## src/rtl/tick_serializer.sv

```systemverilog
// Async-serial framer: start bit, LSB-first data, optional even parity, stop bit(s).
// One bit per i_tick period. The ARM state aligns the start bit to a full tick period.
module tick_serializer #(
  parameter int unsigned DATA_W    = 8,
  parameter int unsigned PARITY_EN = 0,
  parameter int unsigned STOP_BITS = 1
) (
  input  logic              clk,
  input  logic              resetn,
  input  logic              i_tick,
  input  logic [DATA_W-1:0] i_data,
  input  logic              i_valid,
  output logic              o_ready,
  output logic              o_serial,
  output logic              o_busy,
  output logic              o_done
);

  localparam int unsigned IDX_W = $clog2(DATA_W);
  localparam logic [IDX_W-1:0] IDX_LAST = IDX_W'(DATA_W - 1);
  localparam logic STOP_LAST = (STOP_BITS > 1);

  localparam logic [2:0] S_IDLE   = 3'd0;
  localparam logic [2:0] S_ARM    = 3'd1;
  localparam logic [2:0] S_START  = 3'd2;
  localparam logic [2:0] S_DATA   = 3'd3;
  localparam logic [2:0] S_PARITY = 3'd4;
  localparam logic [2:0] S_STOP   = 3'd5;

  logic [2:0]        state_q, state_d;
  logic [DATA_W-1:0] sr_q, sr_d;
  logic [IDX_W-1:0]  idx_q, idx_d;
  logic [IDX_W-1:0]  idx_inc;
  logic              stop_q, stop_d;
  logic              serial_q, serial_d;
  logic              done_q, done_d;

  always_comb begin
    state_d  = state_q;
    sr_d     = sr_q;
    idx_d    = idx_q;
    stop_d   = stop_q;
    serial_d = serial_q;
    done_d   = 1'b0;
    idx_inc  = idx_q + 1'b1;
    case (state_q)
      S_IDLE: begin
        // A tick coinciding with accept is deliberately not consumed here.
        serial_d = 1'b1;
        if (i_valid) begin
          sr_d    = i_data;
          state_d = S_ARM;
        end
      end
      S_ARM: begin
        if (i_tick) begin
          state_d  = S_START;
          serial_d = 1'b0;
        end
      end
      S_START: begin
        if (i_tick) begin
          state_d  = S_DATA;
          idx_d    = '0;
          serial_d = sr_q[0];
        end
      end
      S_DATA: begin
        if (i_tick) begin
          if (idx_q < IDX_LAST) begin
            idx_d    = idx_inc;
            serial_d = sr_q[idx_inc];
          end else if (PARITY_EN != 0) begin
            state_d  = S_PARITY;
            serial_d = ^sr_q;
          end else begin
            state_d  = S_STOP;
            stop_d   = 1'b0;
            serial_d = 1'b1;
          end
        end
      end
      S_PARITY: begin
        if (i_tick) begin
          state_d  = S_STOP;
          stop_d   = 1'b0;
          serial_d = 1'b1;
        end
      end
      S_STOP: begin
        if (i_tick) begin
          if (stop_q < STOP_LAST) begin
            stop_d = stop_q + 1'b1;
          end else begin
            state_d = S_IDLE;
            stop_d  = 1'b0;
            done_d  = 1'b1;
          end
        end
      end
      default: begin
        state_d  = S_IDLE;
        serial_d = 1'b1;
      end
    endcase
  end

  always_ff @(posedge clk or negedge resetn) begin
    if (!resetn) begin
      state_q  <= S_IDLE;
      sr_q     <= '0;
      idx_q    <= '0;
      stop_q   <= 1'b0;
      serial_q <= 1'b1;
      done_q   <= 1'b0;
    end else begin
      state_q  <= state_d;
      sr_q     <= sr_d;
      idx_q    <= idx_d;
      stop_q   <= stop_d;
      serial_q <= serial_d;
      done_q   <= done_d;
    end
  end

  assign o_ready  = (state_q == S_IDLE);
  assign o_busy   = (state_q != S_IDLE);
  assign o_serial = serial_q;
  assign o_done   = done_q;

endmodule
```

## config.mk

```make
export PLATFORM = sky130hd
export DESIGN_NAME = tick_serializer
export DESIGN_NICKNAME = d
export VERILOG_FILES = /design/src/rtl/tick_serializer.sv
export SDC_FILE = /design/constraint.sdc
export NUM_CORES = 1
export LEC_CHECK = 0
export BUFFER_PORTS_ARGS = -buffer_cell sky130_fd_sc_hd__buf_2
export CORE_MARGIN = 2
export CORE_UTILIZATION = 52
export DETAILED_ROUTE_END_ITERATION = 12
export PLACE_DENSITY = 0.76
export SETUP_SLACK_MARGIN = 0.3
export SLEW_MARGIN = 30
export SYNTH_ARGS = -nofsm -noshare
export SYNTH_HDL_FRONTEND = slang
export SYNTH_SLANG_ARGS = --single-unit
```

## constraint.sdc

```tcl
create_clock -name clk -period 1.7 [get_ports clk]
set_clock_uncertainty 0.05 [all_clocks]
set_input_delay 0.34 -clock clk [delete_from_list [all_inputs] [get_ports clk]]
set_output_delay 0.34 -clock clk [all_outputs]
set_load 0.05 [all_outputs]
```

Word-level counts from Yosys, hierarchy flattened
Cells that the tools add are included.
{"block": "word_totals", "reg_bits": 17, "latchBits": 0, "mem_bits_rw": 0, "rom_bits": 0, "in_bits": 12, "out_inout_bits": 4, "n_memories": 0}
{"block": "op_classes", "addsub": 2, "mul": 0, "div_mod_pow": 0, "n_lt_le_gt_ge": 3, "n_eq_ne": 14, "n_shift": 0, "muxes": 29, "n_bitwise": 1, "n_reduce_logical": 9}
{"cell": "two-way mux 3 bit", "count": 11}
{"cell": "inequality test 2 bit (second input constant)", "count": 9}
{"cell": "one-hot mux 3 bit (6 select lines)", "count": 1}
{"cell": "two-way mux 1 bit", "count": 13}
{"cell": "AND reduction 5 bit", "count": 2}
{"cell": "AND reduction 8 bit", "count": 1}
{"cell": "== test 3 x 2 -> 1 bit (second input constant)", "count": 2}
{"cell": "== test 3 bit (second input constant)", "count": 2}
{"cell": "one-hot mux 3 bit (2 select lines)", "count": 1}
{"cell": "nonzero test 3 bit", "count": 2}
{"cell": "one-hot mux 1 bit (5 select lines)", "count": 1}
{"cell": "< comparator 3 x 4 -> 1 bit (second input constant)", "count": 1}
{"cell": "AND reduction 4 bit", "count": 1}
{"cell": "adder 3 x 1 -> 3 bit (second input constant)", "count": 1}
{"cell": "binary-select mux 1 bit (select 3 bit)", "count": 1}
{"cell": "== test 3 x 1 -> 1 bit (second input constant)", "count": 1}
{"cell": "zero test 3 bit", "count": 1}
{"cell": "< comparator 3 bit (second input constant)", "count": 1}
{"cell": "one-hot mux 1 bit (3 select lines)", "count": 1}
{"cell": "AND reduction 2 bit", "count": 1}
{"cell": "nonzero test 2 bit", "count": 1}
{"cell": "adder 1 bit (second input constant)", "count": 1}
{"cell": "< comparator 1 bit (second input constant)", "count": 1}
{"cell": "NOT 1 bit", "count": 1}

Longest topological paths before layout
{"block": "logic_depth", "ltp_word": 6, "ltp_mapped": 6, "ltp_nobuf": 4}

Worst setup path after synthesis
OpenSTA, ideal clock, no wires.
{"block": "synth_timing", "path_type": "flip-flop to flip-flop", "start": "register state_q[2]", "end": "register sr_q[1]", "setup_time_ns": 0.125, "t_arrival_ns": 1.644, "path_slack_ns": -0.119, "stages_incl_launch_ff": 6, "path_buffers": 2, "synth_period_minus_slack_ns": 1.819, "path_cell_list": "dfrtp_1 > buf_6 > nor3_4 > and2_4 > buf_8 > mux2_2"}
{"block": "synth_via", "elab_chain_len": 2}
{"item": "start: declaration", "line": "30", "text": "logic [2:0] state_q, state_d;"}
{"item": "start signal: assignment", "line": "117", "text": "state_q <= state_d;"}
{"item": "zero test 3 bit"}
{"item": "named net o_ready", "line": "13", "text": "output logic o_ready,"}
{"item": "AND reduction 2 bit (no line)"}
{"item": "end signal: assignment", "line": "118", "text": "sr_q <= sr_d;"}
{"item": "end: declaration", "line": "31", "text": "logic [DATA_W-1:0] sr_q, sr_d;"}
The timed path passes the listed nets, and every way through them passes these cells.
A chain may end at the register's enable or synchronous reset.

Worst setup path after layout
{"block": "layout_timing", "start": "register state_q[2]", "end": "output o_ready"}
{"block": "layout_via", "elab_chain_len": 1}
{"item": "zero test 3 bit", "line": "126", "text": "assign o_ready = (state_q == S_IDLE);"}
{"item": "end: declaration", "line": "13"}
Every way passes these cells.

==> impl_results.md <==
* Worst slew pin tran at 0.347 ns
* IR drop worst, VDD at 0.942 mV
* Max clock buf depth at 2
* Insertion delay to the later sink of the worst-skew pair at 0.28 ns
* Total Routing Usage GR at 19.5%
* Residual DRC at 0
* Wirelength per Cell at 14.1 µm
* Net count after synthesis at 90
* Synthesized area per cell at 11.1 µm²
* Via density at 5.56
* Register area share after synthesis at 46.9%
* Worst path slowest cell: dfrtp_2
* Via count at 650
* Outcome: completed
* Pre-CTS setup slack at 0.191 ns
* P&R area growth vs syn at 25.7%
* WP data arrival at 1.15 ns
* Worst Slack Setup Final at 0.156 ns
* Final setup fails at 0
* Clk pin slew, worst setup/hold paths at 0.09 ns
* I/O pin count at 16
* CTS Sinks at 16
* Hold crit path type: input pin to register
* # Max-Cap Violations at 0
* Die width at 44.6 µm
* Grt total ovfl at 0
* Endpoint class of the critical path: output port
* CTS root buf: clkbuf_4
* Fmax at 648 MHz
* CTS HTree Levels at 1
* Minimum clock period at 1.54 ns
* Fillers at 120
* RSZ-0062 raised after global routing: yes
* Largest net degree at the start of global routing at 17
* Layout cells sized above 1 at 41.6%
* Slew HR at 76.8%
* Critical path class: register to output port
* CORE AREA at 1520 µm²
* Antenna diodes at 0
* Placement Cell Area at 921 µm²
* Post-synth top cells: dfrtp_1, mux2_2, nand2_1, nor2_1, o21ai_0
* Initial Utilization at 56.2%
* Synth warn at 0
* Final Max Tran Viols at 0
* Mapped Area at 856 µm²
* Fin util at 70.6%
* TritonCTS clock tree: done
* Power Density at 1770 nW/µm²
* Final Hold Viols at 0
* Period utilization at 90.8%
* LEAKAGE at 0.000496 µW
* First-pass iteration count of the detailed router at 4
* WHS at 0.229 ns
* DIE HEIGHT at 44.6 µm
* Largest cells by area after synthesis: dfrtp_1, mux2_2, mux4_1, o21ai_0, dfstp_2
* Drt total wl at 1650 µm
* Top-count cell post-synth: dfrtp_1
* DR iter-0 viols at 14
* CP Cell Sequence: nor3_4 -> buf_4
* Design Area, Final at 1080 µm²
* First-pass GRT wire length at 2710 µm
* Die area at 1990 µm²
* Vias in the first global route at 598
* DRT antenna net count at 0
* Syn Inst Count at 77
* Required time worst endpoint at 1.31 ns
* Fin nets at 115
* Flops & latches, synth at 16
* Post-synth top flop: dfrtp_1
* Area fraction of the dominant cell type after synthesis at 43.9%
* Crit-path max cell delay at 0.44 ns
* Synth area leader: dfrtp_1
* Distinct cells, synth at 31
* TritonCTS Buffers at 3
* Initial antenna violation count at 0
* FP Rows at 14
* Async SR Flop Fraction at 100%
* I/O Buffers at 15
* Crit-path max FO at 3
* HPWL Detailed at 1130 µm
* Critical Path Source Type: register
* Routability cong. at 0.750
* Number of synthesized flops with an enable pin at 0
## registers in the layout, indices dropped and copies added, names as in the netlist
register,flops
state_q,3
o_serial,1
sr_q,8
idx_q,3
o_done,1
## path summary, 6_finish.rpt
check | slack, ns | depth (start not counted) | end | from
setup reg to reg | 0.24 | 4 | sr_q[4] | state_q[2]
hold reg to reg | 0.47 | 1 | sr_q[6] | sr_q[6]
max in group asynchronous | 0.86 | 2 | o_serial | resetn
hold / removal | 0.23 | 2 | sr_q[2] | i_data[2]
setup / recovery | 0.16 | 2 | o_ready | state_q[2]
min in group asynchronous | 0.44 | 2 | sr_q[5] | resetn
## power by group
part	internal [µW]	total [µW]	switching [µW]
registers	564	719	155
logic	546	982	436
clock network	91.1	205	114
## timing repair
action,4_1_cts,5_1_grt
buffers inserted,3,3
pin swaps,2,1
gates cloned,1,0
resized for setup,16,3
setup endpoints to repair,11,12
endpoints found under the hold margin,15,0
hold buffers,1,0
## kinds of logic (layout without fill, tap and decap cells)
group                    Yosys count  after routing  share of synthesized area (%)
AND/OR/NAND/NOR                   22             23                           14.0
AO/OA/AOI/OAI                     17             17                           11.8
multiplexers                      10             10                           16.5
XOR/XNOR                           1              1                           1.02
adder cells (fa/ha/maj)            2              2                           2.63
flip-flops                        16             16                           46.9
buffers and inverters              9             32                           7.02
## metal layers
metal  wire length [µm]  track usage (%)  up-vias
li1                   -                -      323
met2                762             29.3       13
met3                 67             2.86        2
met4                  9             10.9        0
met1                806             26.7      312
met5                  0                0        -
## stage by stage
step	total power (µW)	std cells	setup TNS [ns]
finish	1910	117	0
global route	2050	117	0
CTS	1860	114	0
detailed placement	1490	105	0
global placement	1460	105	0
floorplan	1340	77	-0.524
## critical path: cells and delay by family (launching register included)
kind | cells | cell delay [ns]
buffers and inverters | 1 | 0.23
flip-flops | 1 | 0.44
AND/OR/NAND/NOR | 1 | 0.21
## cells in the final DEF (no fill, tap or decap), types with 2 or more instances in the layout
master and instances:
buf_2 12, a21oi_1 5, clkbuf_4 3, inv_1 4, mux2_4 7, mux4_1 2
dfrtp_1 13, nand2_1 7, and2_4 2, buf_4 9, o21ai_0 5, nor2_1 6
dfrtp_2 2
## layout make-up
class                           count  area (µm²)  area share, %
Clock buffer                        4        26.3           2.44
Inverter                            4        15.0           1.40
Multi-Input combinational cell     53         447           41.5
Sequential cell                    16         404           37.6
Tap cell                           16        20.0           1.86
Timing Repair Buffer               24         164           15.2
No activity file was read; power rests on OpenSTA's default activity.
